File: src/rtl/digital_clock_core_if.sv
// Key-pulse inputs and time/display outputs of the digital clock core.
// master: the timekeeping core (drives time/display, receives keys).
// slave: the key source and display consumer.
interface digital_clock_core_if;
   logic        key_mode;
   logic        key_inc;
   logic [23:0] number_BCD;
   logic [2:0]  DTube_en;
   logic [2:0]  Twinkle_en;
   logic [1:0]  mode;
   logic        tick_1hz;

   modport master (
      input  key_mode, key_inc,
      output number_BCD, DTube_en, Twinkle_en, mode, tick_1hz
   );

   modport slave (
      output key_mode, key_inc,
      input  number_BCD, DTube_en, Twinkle_en, mode, tick_1hz
   );
endinterface

File: src/rtl/digital_clock_core.sv
// Timekeeping core: CLK_DIV prescaler to 1 Hz, packed BCD HH:MM:SS, set-mode FSM (DIGITAL_CLOCK_HOUR12_EN selects 12-hour form).
// Latency: 1 cycle from key pulse to mode/Twinkle_en/number_BCD; first second CLK_DIV edges after reset or re-entering RUN.
// Backpressure: none; key pulses are consumed in the cycle they arrive, outputs are free-running registers.
module digital_clock_core #(
   parameter int CLK_DIV = 50_000_000
) (
   input logic                   clk,
   input logic                   rst_N,
   digital_clock_core_if.master  bus
);

   localparam int            CW      = (CLK_DIV > 2) ? $clog2(CLK_DIV) : 1;
   localparam logic [CW-1:0] CNT_MAX = CW'(CLK_DIV - 1);
`ifdef DIGITAL_CLOCK_HOUR12_EN
   localparam logic [7:0]    HOUR_RST = 8'h12;
`else
   localparam logic [7:0]    HOUR_RST = 8'h00;
`endif

   typedef enum logic [1:0] {
      RUN   = 2'd0,
      SET_H = 2'd1,
      SET_M = 2'd2,
      SET_S = 2'd3
   } mode_t;

   mode_t         r_mode;
   logic [CW-1:0] r_cnt;
   logic [7:0]    r_hour;
   logic [7:0]    r_min;
   logic [7:0]    r_sec;
   logic [2:0]    r_twinkle;
   logic          r_tick;

   logic          w_term;
   logic [7:0]    w_hour_nx;
   logic [7:0]    w_min_nx;
   logic [7:0]    w_sec_nx;
   mode_t         w_mode_nx;

   // Two-digit BCD increment wrapping 59 -> 00 (minutes and seconds).
   function automatic logic [7:0] f_inc60(input logic [7:0] v);
      if (v == 8'h59)
         return 8'h00;
      if (v[3:0] == 4'd9)
         return {v[7:4] + 4'd1, 4'd0};
      return {v[7:4], v[3:0] + 4'd1};
   endfunction

   // Two-digit BCD hour increment; wrap point depends on 12/24-hour build.
   function automatic logic [7:0] f_inc_hour(input logic [7:0] v);
`ifdef DIGITAL_CLOCK_HOUR12_EN
      if (v == 8'h12)
         return 8'h01;
`else
      if (v == 8'h23)
         return 8'h00;
`endif
      if (v[3:0] == 4'd9)
         return {v[7:4] + 4'd1, 4'd0};
      return {v[7:4], v[3:0] + 4'd1};
   endfunction

   // One blink bit per field being edited; nothing blinks while running.
   function automatic logic [2:0] f_twinkle(input mode_t m);
      case (m)
         SET_H:   return 3'b100;
         SET_M:   return 3'b010;
         SET_S:   return 3'b001;
         default: return 3'b000;
      endcase
   endfunction

   // Running-second cascade: S carries into M, M carries into H.
   always_comb begin
      w_term    = (r_mode == RUN) && (r_cnt == CNT_MAX);
      w_sec_nx  = f_inc60(r_sec);
      w_min_nx  = (r_sec == 8'h59) ? f_inc60(r_min) : r_min;
      w_hour_nx = ((r_sec == 8'h59) && (r_min == 8'h59)) ? f_inc_hour(r_hour) : r_hour;
      w_mode_nx = mode_t'(r_mode + 2'd1);
   end

   // Mode FSM, prescaler and time registers; key_mode outranks key_inc,
   // and a second that expires on the same edge as key_mode still commits.
   always_ff @(posedge clk or posedge rst_N) begin
      if (rst_N) begin
         r_mode    <= RUN;
         r_cnt     <= '0;
         r_hour    <= HOUR_RST;
         r_min     <= 8'h00;
         r_sec     <= 8'h00;
         r_twinkle <= 3'b000;
         r_tick    <= 1'b0;
      end else begin
         // The pulse is suppressed when RUN is being left on this edge so
         // that tick_1hz is never seen high alongside a set mode.
         r_tick <= w_term & ~bus.key_mode;

         if ((r_mode == RUN) && !bus.key_mode)
            r_cnt <= w_term ? '0 : r_cnt + CW'(1);
         else
            r_cnt <= '0;

         if (w_term) begin
            r_hour <= w_hour_nx;
            r_min  <= w_min_nx;
            r_sec  <= w_sec_nx;
         end

         if (bus.key_mode) begin
            r_mode    <= w_mode_nx;
            r_twinkle <= f_twinkle(w_mode_nx);
         end else if (bus.key_inc) begin
            case (r_mode)
               SET_H:   r_hour <= f_inc_hour(r_hour);
               SET_M:   r_min  <= f_inc60(r_min);
               SET_S:   r_sec  <= f_inc60(r_sec);
               default: ;
            endcase
         end
      end
   end

   assign bus.number_BCD = {r_hour, r_min, r_sec};
   assign bus.DTube_en   = 3'b111;
   assign bus.Twinkle_en = r_twinkle;
   assign bus.mode       = r_mode;
   assign bus.tick_1hz   = r_tick;

endmodule

File: src/flat_wrapper.sv
// flat-port wrapper written by rule: the top's interface ports become plain ports
module digital_clock_core_flat 
#(
   parameter int CLK_DIV = 50_000_000
)
  (clk, rst_N, bus_key_mode, bus_key_inc, bus_number_BCD, bus_DTube_en, bus_Twinkle_en, bus_mode, bus_tick_1hz);
  digital_clock_core_if bus_i ();
  input logic clk;
  input logic rst_N;
  input wire logic [$bits(bus_i.key_mode)-1:0] bus_key_mode;
  input wire logic [$bits(bus_i.key_inc)-1:0] bus_key_inc;
  output wire logic [$bits(bus_i.number_BCD)-1:0] bus_number_BCD;
  output wire logic [$bits(bus_i.DTube_en)-1:0] bus_DTube_en;
  output wire logic [$bits(bus_i.Twinkle_en)-1:0] bus_Twinkle_en;
  output wire logic [$bits(bus_i.mode)-1:0] bus_mode;
  output wire logic [$bits(bus_i.tick_1hz)-1:0] bus_tick_1hz;
  assign bus_i.key_mode = bus_key_mode;
  assign bus_i.key_inc = bus_key_inc;
  assign bus_number_BCD = bus_i.number_BCD;
  assign bus_DTube_en = bus_i.DTube_en;
  assign bus_Twinkle_en = bus_i.Twinkle_en;
  assign bus_mode = bus_i.mode;
  assign bus_tick_1hz = bus_i.tick_1hz;
  digital_clock_core #(.CLK_DIV(CLK_DIV)) u_core (.clk(clk), .rst_N(rst_N), .bus(bus_i));
endmodule
File: config.mk
export PLATFORM = sky130hd
export DESIGN_NAME = digital_clock_core_flat
export DESIGN_NICKNAME = d
export VERILOG_FILES = /design/src/rtl/digital_clock_core_if.sv /design/src/rtl/digital_clock_core.sv /design/src/flat_wrapper.sv
export SDC_FILE = /design/constraint.sdc
export NUM_CORES = 1
export LEC_CHECK = 0
export ABC_AREA = 1
export CORE_UTILIZATION = 31
export DETAILED_ROUTE_END_ITERATION = 7
export PLACE_DENSITY_LB_ADDON = 0.05
export REMOVE_ABC_BUFFERS = 1
export SLEW_MARGIN = 20
export SYNTH_ARGS = -nofsm -noshare
export SYNTH_HDL_FRONTEND = slang
export SYNTH_SLANG_ARGS = --single-unit
File: constraint.sdc
create_clock -name clk -period 3.85 [get_ports clk]
set_clock_uncertainty 0.15 [all_clocks]
set_input_delay 0.77 -clock clk [delete_from_list [all_inputs] [get_ports clk]]
set_output_delay 0.77 -clock clk [all_outputs]
set_load 0.02 [all_outputs]
Word-level counts from Yosys, hierarchy flattened
Index checks and enable logic that the tools add are counted.
{ "classes": {"add_sub_neg": 8, "multipliers": 0, "div_mod_pow": 0, "n_lt_le_gt_ge": 0, "n_eq_ne": 16, "shift": 0, "n_mux": 65, "bitwise": 2, "reduce_logical": 5} }
{ "op_table": {"columns": ["operator", "count"], "rows": [
  ["two-way mux 8 bit", 32],
  ["two-way mux 26 bit", 2],
  ["two-way mux 1 bit", 30],
  ["adder 26 x 1 -> 26 bit (second input constant)", 1],
  ["equality test 26 bit (second input constant)", 1],
  ["adder 4 x 1 -> 4 bit (second input constant)", 6],
  ["equality test 8 x 7 -> 1 bit (second input constant)", 2],
  ["!= test 5 x 3 -> 1 bit (second input constant)", 3],
  ["equality test 4 bit (second input constant)", 3],
  ["case mux 3 bit (3 select lines)", 1],
  ["equality test 2 bit (second input constant)", 4],
  ["equality test 8 x 6 -> 1 bit (second input constant)", 1],
  ["equality test 2 x 1 -> 1 bit (second input constant)", 2],
  ["logical AND 1 bit", 3],
  ["adder 2 x 1 -> 2 bit (second input constant)", 1],
  ["zero test 2 bit", 1],
  ["AND 1 bit", 1],
  ["zero test 1 bit", 1],
  ["inverter 1 bit", 1]
]} }
{ "word_totals": {"regBits": 56, "latch_bits": 0, "ram_bits": 0, "romBits": 0, "output_inout_bits": 33, "wordCells": 106, "memories": 0} }

Longest topological paths before layout
Gate-level depths: netlist of the first run.
{ "logic_depth": {"ltp_word": 14, "depth_mapped": 12, "mapped_depth_nobuf": 12} }

Least setup slack after synthesis of the first run
Ideal clock, no wire load.
{ "synth_timing": {"path_kind": "reg-to-reg", "start": "reg u_core.r_mode[0] (netlist: u_core.bus.mode[0])", "end": "reg u_core.r_sec[0]", "arrival_time_ps": 1608, "setup_slack_ps": 1975, "path_stages_with_launch": 13, "path_buffers": 1, "path_cell_list": "dfrtp_1 -> inv_1 -> ha_1 -> inv_1 -> nor2_1 -> nand4_1 -> nor2_2 -> nand2_1 -> nand2_2 -> buf_6 -> o21ai_0 -> o21ai_1 -> inv_1"} }
{ "synth_between": {"elab_chain_len": 6, "elab_cells_between_ends": 7} }
{ "synth_lines": {"columns": ["element", "line", "rtl"], "rows": [
  ["start: declaration", "digital_clock_core.sv:27", "mode_t r_mode;"],
  ["start signal: assignment", "digital_clock_core.sv:111", "r_mode <= w_mode_nx;"],
  ["zero test 2 bit", "digital_clock_core.sv:76", "w_term = (r_mode == RUN) && (r_cnt == CNT_MAX);"],
  ["logical AND 1 bit", "digital_clock_core.sv:76", null],
  ["two-way mux 8 bit", "digital_clock_core.sv:104", "if (w_term) begin"],
  ["two-way mux 8 bit", "digital_clock_core.sv:114", "case (r_mode)"],
  ["two-way mux 8 bit", "digital_clock_core.sv:113", "end else if (bus.key_inc) begin"],
  ["two-way mux 8 bit *", "digital_clock_core.sv:110", "if (bus.key_mode) begin"],
  ["end signal: assignment", "digital_clock_core.sv:107", "r_sec <= w_sec_nx;"],
  ["end signal: assignment", "digital_clock_core.sv:117", "SET_S: r_sec <= f_inc60(r_sec);"],
  ["end: declaration", "digital_clock_core.sv:31", "logic [7:0] r_sec;"]
]} }
Every way passes the cells marked *; elsewhere a longest branch is shown, timed or not.
A chain may end at the register's enable or synchronous reset.

Worst setup path after layout of the first run
{ "layout_timing": {"start": "in bus_key_mode", "end": "reg u_core.r_cnt[13]"} }
{ "layout_between": {"elab_chain_len": 3} }
{ "layout_lines": {"columns": ["element", "line", "rtl"], "rows": [
  ["start: declaration", "flat_wrapper.sv:10", "input wire logic [$bits(bus_i.key_mode)-1:0] bus_key_mode;"],
  ["zero test 1 bit", "digital_clock_core.sv:99", "if ((r_mode == RUN) && !bus.key_mode)"],
  ["logical AND 1 bit", "digital_clock_core.sv:99", null],
  ["two-way mux 26 bit", "digital_clock_core.sv:99", null],
  ["end signal: assignment", "digital_clock_core.sv:100", "r_cnt <= w_term ? '0 : r_cnt + CW'(1);"],
  ["end: declaration", "digital_clock_core.sv:28", "logic [CW-1:0] r_cnt;"]
]} }
Every way passes these cells.

==> flow_metrics.py, run 1 <==
metrics = {
    "clock_network": {
        "cts_inserted_buffers": 5,
        "htreeDepth": 2,
        "cts_sinks": 56,
        "cts_max_path_buffers": 2,
        "cts.reportedPaths.clkPinSlew_ps": 110,
        "cts-root-buf": "clkbuf_8",
        "post_cts_buffers": 0,
        "cts_resized": 0,
        "hold_buffers": 0,
        "clkLatencyLatePin_ps": 320,
        "cts_tree": "done",
    },
    "setup_path": {
        "end_kind": "flop",
        "r2r_cells": 11,
        "critPathMaxStageDelay_ps": 600,
        "crit_cells": 6,
        "crit_arrival_ps": 2600,
        "cp_num_buf_inv": 2,
        "worstPathCellList": "clkdlybuf4s50_1 -> nor2_1 -> nand2_1 -> inv_1 -> o21ai_0 -> a21oi_1",
        "crit_path_top_delay_cell": "clkdlybuf4s50_1",
        "crit_path_start_kind": "input pin",
        "reg2reg_slack_ps": 1380,
        "crit_family": "buffers and inverters",
        "worstPathMaxFanout": 11,
        "worstPathRequired_ps": 3940,
        "path_class": "input pin to flop",
    },
    "floorplanning": {
        "io_pins": 37,
        "start_util_pct": 32.34,
        "die_h_um": 106.5,
        "die_area_mm2": 0.01134,
        "die-width_um": 106.5,
        "design.core.area_mm2": 0.01046,
        "row_count": 37,
    },
    "hold_path": {
        "hold_class": "flop to flop",
        "hold_path_depth": 1,
    },
    "sta": {
        "fin_crit_sh_pct": 65.10,
        "drv_slew": 0,
        "rsz0062_at_grt": "false",
        "setup-violations-final": 0,
        "fmax_mhz": 399.0,
        "hold_viol": 0,
        "finalCriticalPeriod_ps": 2506,
        "setup_tns_ps": 0,
    },
    "power_and_ir_drop": {
        "power_density_mw_per_mm2": 498.8,
        "p_leak_nw": 1.876,
        "ir_worst_vdd_v": 0.0001906,
    },
    "logic_synthesis": {
        "synthCells": 424,
        "ys_ff_latch": 56,
        "synth_edf_count": 0,
        "synth.distinct_cells": 35,
        "synth_compound_area_share_pct": 7.951,
        "yosys.area.top_type": "dfrtp_1",
        "ys_warn_count": 0,
        "synth-simple-area-share_pct": 28.81,
        "synthXorXnorAreaFrac_pct": 3.624,
        "yosysTopAreaCellShare_pct": 41.42,
        "synth_area_mm2": 0.003383,
        "yosys-top-cells-area": "dfrtp_1 41%, nand2_1 9.0%, ha_1 8.5%",
        "synth_mux_area_share_pct": 0.9985,
        "yosys.area_share.adder_pct": 8.506,
        "async_flop_share_pct": 100.0,
        "synth_top_family_by_area": "simple AND/OR/NAND/NOR gates",
        "ys_seq_area_share_pct": 41.42,
        "avgSynthCellArea_um2": 7.979,
        "synth-main-ff-cell": "dfrtp_1",
    },
    "cells_and_area": {
        "layout-drive-gt1-share_pct": 8.677,
        "final_common_cell": "nand2_1",
        "nets": 487,
        "final_cell_mix": "81 x nand2_1, 56 x nor2_1, 56 x inv_1, 56 x dfrtp_1, 33 x clkdlybuf4s50_1",
        "synthToLayoutAreaGrowth_pct": 16.72,
        "fin_util_pct": 37.74,
        "diodes": 0,
    },
    "global_routing": {
        "grt.overflow.total": 0,
        "grt_pass1_wl_um": 12680,
        "grt.total_usage_pct": 13.89,
        "first_global_vias": 2627,
        "grt_start_max_net_pins": 25,
        "antenna_found_initial": 0,
    },
    "drt": {
        "post-route-drc-count": 0,
        "routedWlPerCell_um": 12.26,
        "routed_wl_um": 7321,
        "postRouteAntennaNets": 0,
        "vias_per_cell": 4.539,
        "via_count": 2710,
        "drt_first_pass_iters": 5,
        "drt_iter0_markers": 84,
    },
    "placed_design": {
        "hpwl_um": 5432,
        "port_buffers": 33,
        "place.gp.congestion": 0.7468,
    },
    "job": {
        "max_cap_violations": 0,
    },
    "status": {
        "status": "finished clean",
    },
}
-- power by group --
part	internal (W)	switching [W]
registers	0.000691	0.000136
clock network	0.000193	0.000214
logic	0.000321	0.000414
total	0.00121	0.000764
-- routing by layer --
layer,up-vias,part of all wire [%],track usage (%)
li1,1419,-,-
met1,1252,53,18.93
met5,-,0,0
met3,5,2.6,2.330
met4,0,0.85,3.523
met2,34,44,22.82
-- through the flow --
stage	area, um^2	power [W]	instances	worst slack [ps]	hold WS (ps)
CTS	3949	0.002002	597	1315	321.1
finish	3949	0.001970	597	1344	319.3
global placement	3837	0.001579	589	1074	291.0
global route	3949	0.002123	597	1144	354.4
detailed placement	3837	0.001584	589	982.6	305.7
floorplan	3322	0.001269	418	1559	275.1
-- state kept, by name, indices dropped and copies added (netlist names) --
name / count
u_core.r_sec: 8
u_core.bus.tick_1hz: 1
u_core.r_cnt: 26
u_core.r_hour: 8
u_core.r_min: 8
u_core.bus.mode: 2
u_core.bus.Twinkle_en: 3
-- synthesized netlist by cell type (4+ instances only) --
| library cell | number |
|---|---|
| nand3_1 | 29 |
| nor2_1 | 56 |
| o21ai_0 | 17 |
| a21oi_1 | 16 |
| nor3_1 | 5 |
| nand2_1 | 81 |
| xor2_1 | 10 |
| ha_1 | 23 |
| xnor2_1 | 4 |
| o21ai_1 | 13 |
| dfrtp_1 | 56 |
| inv_1 | 57 |
| nor2_2 | 5 |
| nand2_2 | 7 |
| nand4_1 | 10 |
| buf_4 | 4 |
-- final timing paths --
kind                                     to          startpoint
max                        u_core.r_cnt[13]        bus_key_mode
min                         u_core.r_cnt[0]     u_core.r_cnt[0]
max reg2reg                u_core.r_cnt[13]  u_core.bus.mode[0]
min reg2reg                 u_core.r_cnt[0]     u_core.r_cnt[0]
max in group asynchronous  u_core.r_cnt[20]               rst_N
min in group asynchronous   u_core.r_cnt[0]               rst_N
-- cells by family after synthesis --
| group | Yosys count |
|---|---|
| other | 1 |
| XOR/XNOR | 14 |
| buffers and inverters | 67 |
| multiplexers | 3 |
| AND/OR/NAND/NOR | 209 |
| flip-flops | 56 |
| AO/OA/AOI/OAI | 51 |
| adder cells (fa/ha/maj) | 23 |
-- cell type report --
cell class	instances	area [um^2]
fillers	1131	6514
multi-input cells	303	1699
flip-flops and latches	56	1401
repair buffers	35	345.3
inverters	59	221.5
well taps	136	170.2
clock buffers	5	68.82
clock inverters	3	42.54
(Power assumes the default switching activity.)
==> run 2: changes to the inputs <==
==> constraint.sdc (replaced) <==
create_clock -name clk -period 2.5 [get_ports clk]
set_clock_uncertainty 0.15 [all_clocks]
set_input_delay 0.5 -clock clk [delete_from_list [all_inputs] [get_ports clk]]
set_output_delay 0.5 -clock clk [all_outputs]
set_load 0.02 [all_outputs]
==> flow_metrics.py, run 2 (synthesis results as in run 1) <==
metrics = {
    "drt": {
        "via_count": 2740,
        "routed_wl_um": 7276,
        "post-route-drc-count": 0,
        "postRouteAntennaNets": 0,
        "drt_first_pass_iters": 4,
        "drt_iter0_markers": 62,
        "vias_per_cell": 4.559,
        "routedWlPerCell_um": 12.11,
    },
    "setup_path": {
        "crit_path_start_kind": "flop",
        "crit_arrival_ps": 2210,
        "end_kind": "flop",
        "worstPathMaxFanout": 11,
        "path_class": "flop to flop",
        "worstPathRequired_ps": 2560,
    },
    "power_and_ir_drop": {
        "p_leak_nw": 1.892,
        "power_density_mw_per_mm2": 748.2,
        "ir_worst_vdd_v": 0.0003317,
    },
    "status": {
        "status": "finished clean",
    },
    "sta": {
        "holdWs_ps": 313.2,
        "fmax_mhz": 464.3,
        "finalCriticalPeriod_ps": 2154,
        "hold_viol": 0,
        "fin_ws_ps": 346.1,
        "setup-violations-final": 0,
        "fin_crit_sh_pct": 86.16,
        "rsz0062_at_grt": "false",
        "drv_slew": 0,
        "setup_tns_ps": 0,
    },
    "floorplanning": {
        "die_area_mm2": 0.01134,
        "io_pins": 37,
        "die_h_um": 106.5,
        "die-width_um": 106.5,
        "design.core.area_mm2": 0.01046,
        "row_count": 37,
        "start_util_pct": 32.34,
    },
    "cells_and_area": {
        "synthToLayoutAreaGrowth_pct": 17.34,
        "layout-drive-gt1-share_pct": 9.032,
        "final_common_cell": "nand2_1",
        "final_cell_mix": "81 x nand2_1, 56 x nor2_1, 56 x inv_1, 56 x dfrtp_1, 33 x clkdlybuf4s50_1",
        "nets": 491,
        "diodes": 0,
        "fin_util_pct": 37.95,
        "top_register": "u_core.r_cnt",
        "largest_reg_flops": 26,
    },
    "global_routing": {
        "grt_pass1_wl_um": 12780,
        "grt.total_usage_pct": 13.95,
        "first_global_vias": 2643,
        "grt_start_max_net_pins": 57,
        "grt.overflow.total": 0,
        "antenna_found_initial": 0,
    },
    "clock_network": {
        "cts_max_path_buffers": 2,
        "clkLatencyLatePin_ps": 320,
        "cts.reportedPaths.clkPinSlew_ps": 100,
        "post_cts_buffers": 0,
        "cts_sinks": 56,
        "cts_inserted_buffers": 5,
        "htreeDepth": 2,
        "hold_buffers": 0,
        "cts-root-buf": "clkbuf_8",
        "cts_tree": "done",
        "cts_resized": 0,
    },
    "hold_path": {
        "hold_class": "flop to flop",
    },
    "placed_design": {
        "port_buffers": 33,
        "place.gp.congestion": 0.7539,
        "post-place-ws_ps": 295.0,
        "hpwl_um": 5327,
    },
    "job": {
        "max_cap_violations": 0,
    },
}
run 2: changes by cell type in the layout (fill, tap and decap cells not counted):
| cell | change |
|---|---|
| bufinv_16 | -1 |
| buf_12 | +1 |
| buf_4 | +3 |
| clkinv_2 | -1 |
| clkbuf_8 | +1 |
| clkinvlp_4 | -1 |
| clkbuf_1 | +2 |
run 2: worst max-delay path, cell delays in order, from the launching register on:
cell	delay, ps
dfrtp_1	440
inv_1	160
ha_1	210
inv_1	60
nor2_1	100
nand4_1	90
nor2_2	150
nand3_1	100
nand2_2	210
nand2_1	190
nand2_1	120
o21ai_2	50
run 2: path summary, 6_finish.rpt:
kind                       slack [ps]               start                to  depth (start not counted)
setup reg to reg                  350  u_core.bus.mode[1]  u_core.r_hour[6]                         11
setup / recovery                  350  u_core.bus.mode[1]  u_core.r_hour[6]                         11
hold / removal                    310     u_core.r_cnt[0]   u_core.r_cnt[0]                          1
min in group asynchronous         400               rst_N   u_core.r_cnt[3]                          3
hold reg to reg                   310     u_core.r_cnt[0]   u_core.r_cnt[0]                          1
max in group asynchronous        1530               rst_N  u_core.r_hour[5]                          3
run 2: cell type report:
type                            count  area (um^2)
Inverter                           59        221.5
Multi-Input combinational cell    303         1699
Fill cell                        1135         6492
Sequential cell                    56         1401
Timing Repair Buffer               39        387.9
Tap cell                          136        170.2
Clock buffer                        8        90.09
run 2: power by group:
| part | switching, W | leakage, nW | internal, W |
|---|---|---|---|
| clock | 0.000304 | 0.0455 | 0.000227 |
| sequential | 0.000198 | 0.723 | 0.00106 |
| combinational | 0.000656 | 1.12 | 0.000521 |
| total | 0.00116 | 1.89 | 0.00181 |
run 2: through the flow:
stage / std cells / total power (W) / instance area, um^2
5_1_grt: 601 / 0.003221 / 3970
4_1_cts: 601 / 0.003030 / 3970
3_3_place_gp: 593 / 0.002470 / 3880
2_1_floorplan: 418 / 0.001954 / 3322
3_5_place_dp: 593 / 0.002479 / 3880
6_report: 601 / 0.002970 / 3970
run 2: layer usage:
| layer | track usage, % | vias to the layer above | share of wire, % |
|---|---|---|---|
| met5 | 0 | - | 0 |
| met4 | 3.816 | 0 | 1.1 |
| met3 | 2.269 | 8 | 2.6 |
| met2 | 22.50 | 34 | 45 |
| met1 | 19.29 | 1272 | 51 |
| li1 | - | 1426 | - |
==> run 3: changes to the inputs <==
--- a/config.mk
+++ b/config.mk
@@ -8,6 +8,7 @@
 export ABC_AREA = 1
 export CORE_UTILIZATION = 31
 export DETAILED_ROUTE_END_ITERATION = 7
+export GPL_TIMING_DRIVEN = 0
 export PLACE_DENSITY_LB_ADDON = 0.05
 export REMOVE_ABC_BUFFERS = 1
 export SLEW_MARGIN = 20
==> flow_metrics.py, run 3 (synthesis results as in run 1) <==
metrics = {
    "clock_network": {
        "post_cts_buffers": 0,
        "cts.reportedPaths.clkPinSlew_ps": 110,
        "cts_tree": "done",
        "clkLatencyLatePin_ps": 320,
        "cts-root-buf": "clkbuf_8",
        "htreeDepth": 2,
        "cts_max_path_buffers": 2,
        "cts_inserted_buffers": 5,
        "cts_sinks": 56,
    },
    "setup_path": {
        "worstPathMaxFanout": 11,
        "end_kind": "flop",
        "crit_path_top_delay_cell": "dfrtp_1",
        "crit_cells": 11,
        "worstPathCellList": "inv_1 -> ha_1 -> inv_1 -> nor2_1 -> nand4_1 -> nor2_2 -> nand3_1 -> nand2_2 -> nand2_1 -> nand2_1 -> o21ai_2",
        "worstPathRequired_ps": 2570,
        "critPathMaxStageDelay_ps": 480,
        "path_class": "flop to flop",
        "crit_family": "simple AND/OR/NAND/NOR gates",
        "crit_path_start_kind": "flop",
        "r2r_cells": 11,
        "cp_num_buf_inv": 2,
        "crit_arrival_ps": 2290,
    },
    "cells_and_area": {
        "final-seq-area_mm2": 0.001401,
        "design_area_mm2": 0.003971,
        "synthToLayoutAreaGrowth_pct": 17.38,
        "final_cell_mix": "79 x nand2_1, 56 x nor2_1, 56 x inv_1, 56 x dfrtp_1, 33 x clkdlybuf4s50_1",
        "nets": 486,
        "layout-drive-gt1-share_pct": 8.913,
        "final_common_cell": "nand2_1",
        "diodes": 0,
        "multi_input_area_mm2": 0.001714,
        "fill_cells": 1110,
        "top_register": "u_core.r_cnt",
        "largest_reg_flops": 26,
    },
    "placed_design": {
        "post-place-ws_ps": -189.4,
        "place.gp.congestion": 0.7378,
        "place_area_mm2": 0.003845,
        "hpwl_um": 5290,
        "port_buffers": 33,
    },
    "global_routing": {
        "grt.total_usage_pct": 13.58,
        "grt_pass1_wl_um": 12230,
        "antenna_found_initial": 0,
        "first_global_vias": 2537,
        "grt.overflow.total": 0,
        "grt_start_max_net_pins": 33,
    },
    "hold_path": {
        "hold_path_depth": 1,
        "hold_class": "flop to flop",
    },
    "drt": {
        "routed_wl_um": 7190,
        "drt_first_pass_iters": 4,
        "via_count": 2686,
        "postRouteAntennaNets": 0,
        "vias_per_cell": 4.507,
        "post-route-drc-count": 0,
        "routedWlPerCell_um": 12.06,
        "drt_iter0_markers": 72,
    },
    "sta": {
        "fmax_mhz": 449.8,
        "hold_viol": 0,
        "fin_crit_sh_pct": 88.93,
        "fin_ws_ps": 276.8,
        "rsz0062_at_grt": "false",
        "setup-violations-final": 0,
        "drv_slew": 0,
        "finalCriticalPeriod_ps": 2223,
    },
    "floorplanning": {
        "design.core.area_mm2": 0.01046,
        "die_area_mm2": 0.01134,
        "die-width_um": 106.5,
        "row_count": 37,
        "io_pins": 37,
        "start_util_pct": 32.34,
        "die_h_um": 106.5,
    },
    "status": {
        "status": "finished clean",
    },
    "power_and_ir_drop": {
        "p_seq_share_pct": 41.9,
        "power_density_mw_per_mm2": 763.8,
        "p_leak_nw": 1.879,
        "swShare_pct": 38.64,
        "comb_power_share_pct": 37.6,
        "ir_worst_vdd_v": 0.0003396,
        "power.share.clock_pct": 20.5,
        "p_sw_w": 0.001172,
        "intPower_w": 0.001861,
    },
    "job": {
        "max_cap_violations": 0,
    },
}
==> run 3: final timing paths <==
path	to	from	slack (ps)
worst min-delay path	u_core.r_cnt[0]	u_core.r_cnt[0]	310
max in group asynchronous	u_core.r_sec[5]	rst_N	1350
worst min register to register	u_core.r_cnt[0]	u_core.r_cnt[0]	310
worst max register to register	u_core.r_hour[6]	u_core.bus.mode[0]	280
worst max-delay path	u_core.r_hour[6]	u_core.bus.mode[0]	280
min in group asynchronous	u_core.r_cnt[9]	rst_N	350
==> run 3: power by group through the flow <==
| stage | clock network, W | registers [W] | logic, W |
|---|---|---|---|
| 2_1_floorplan | 0 | 0.00144 | 0.000512 |
| 3_3_place_gp | 0 | 0.00129 | 0.00113 |
| 3_5_place_dp | 0 | 0.00130 | 0.00115 |
| 4_1_cts | 0.000649 | 0.00128 | 0.00115 |
| 5_1_grt | 0.000676 | 0.00130 | 0.00127 |
| 6_report | 0.000621 | 0.00127 | 0.00114 |
==> run 3: repair_timing <==
item,CTS,global route
hold buffers,0,0
endpoints found under the setup margin,8,14
gates resized for setup,1,3
==> run 3: stage by stage <==
stage	TNS (ps)	power (W)	hold slack (ps)	util (%)	cells
final	0	0.003033	312.0	37.96	596
after detailed placement	-1068	0.002441	304.4	36.75	588
after global placement	-52610	0.002424	298.6	36.53	587
after floorplan	0	0.001954	275.1	-	418
after global routing	0	0.003250	347.6	37.96	596
after CTS	0	0.003079	318.6	37.84	596
==> run 3: area by class of cell <==
cell class / count / area share (%)
repair buffers: 34 / 8.822
multi-input cells: 303 / 43.16
well taps: 136 / 4.285
clock buffers: 5 / 1.733
inverters: 59 / 5.640
clock inverters: 3 / 1.071
flip-flops and latches: 56 / 35.29
==> run 3: worst register-to-register path: stages, from the launching register on <==
cell	delay (ps)
dfrtp_1	480
inv_1	170
ha_1	200
inv_1	60
nor2_1	100
nand4_1	90
nor2_2	180
nand3_1	110
nand2_2	210
nand2_1	200
nand2_1	120
o21ai_2	50
==> run 3: metal layers <==
metal	wire [um]	up-vias	global-route usage (%)
li1	-	1414	-
met3	172	4	2.391
met5	0	-	0
met1	3578	1237	17.75
met4	53	0	3.523
met2	3385	31	23.10
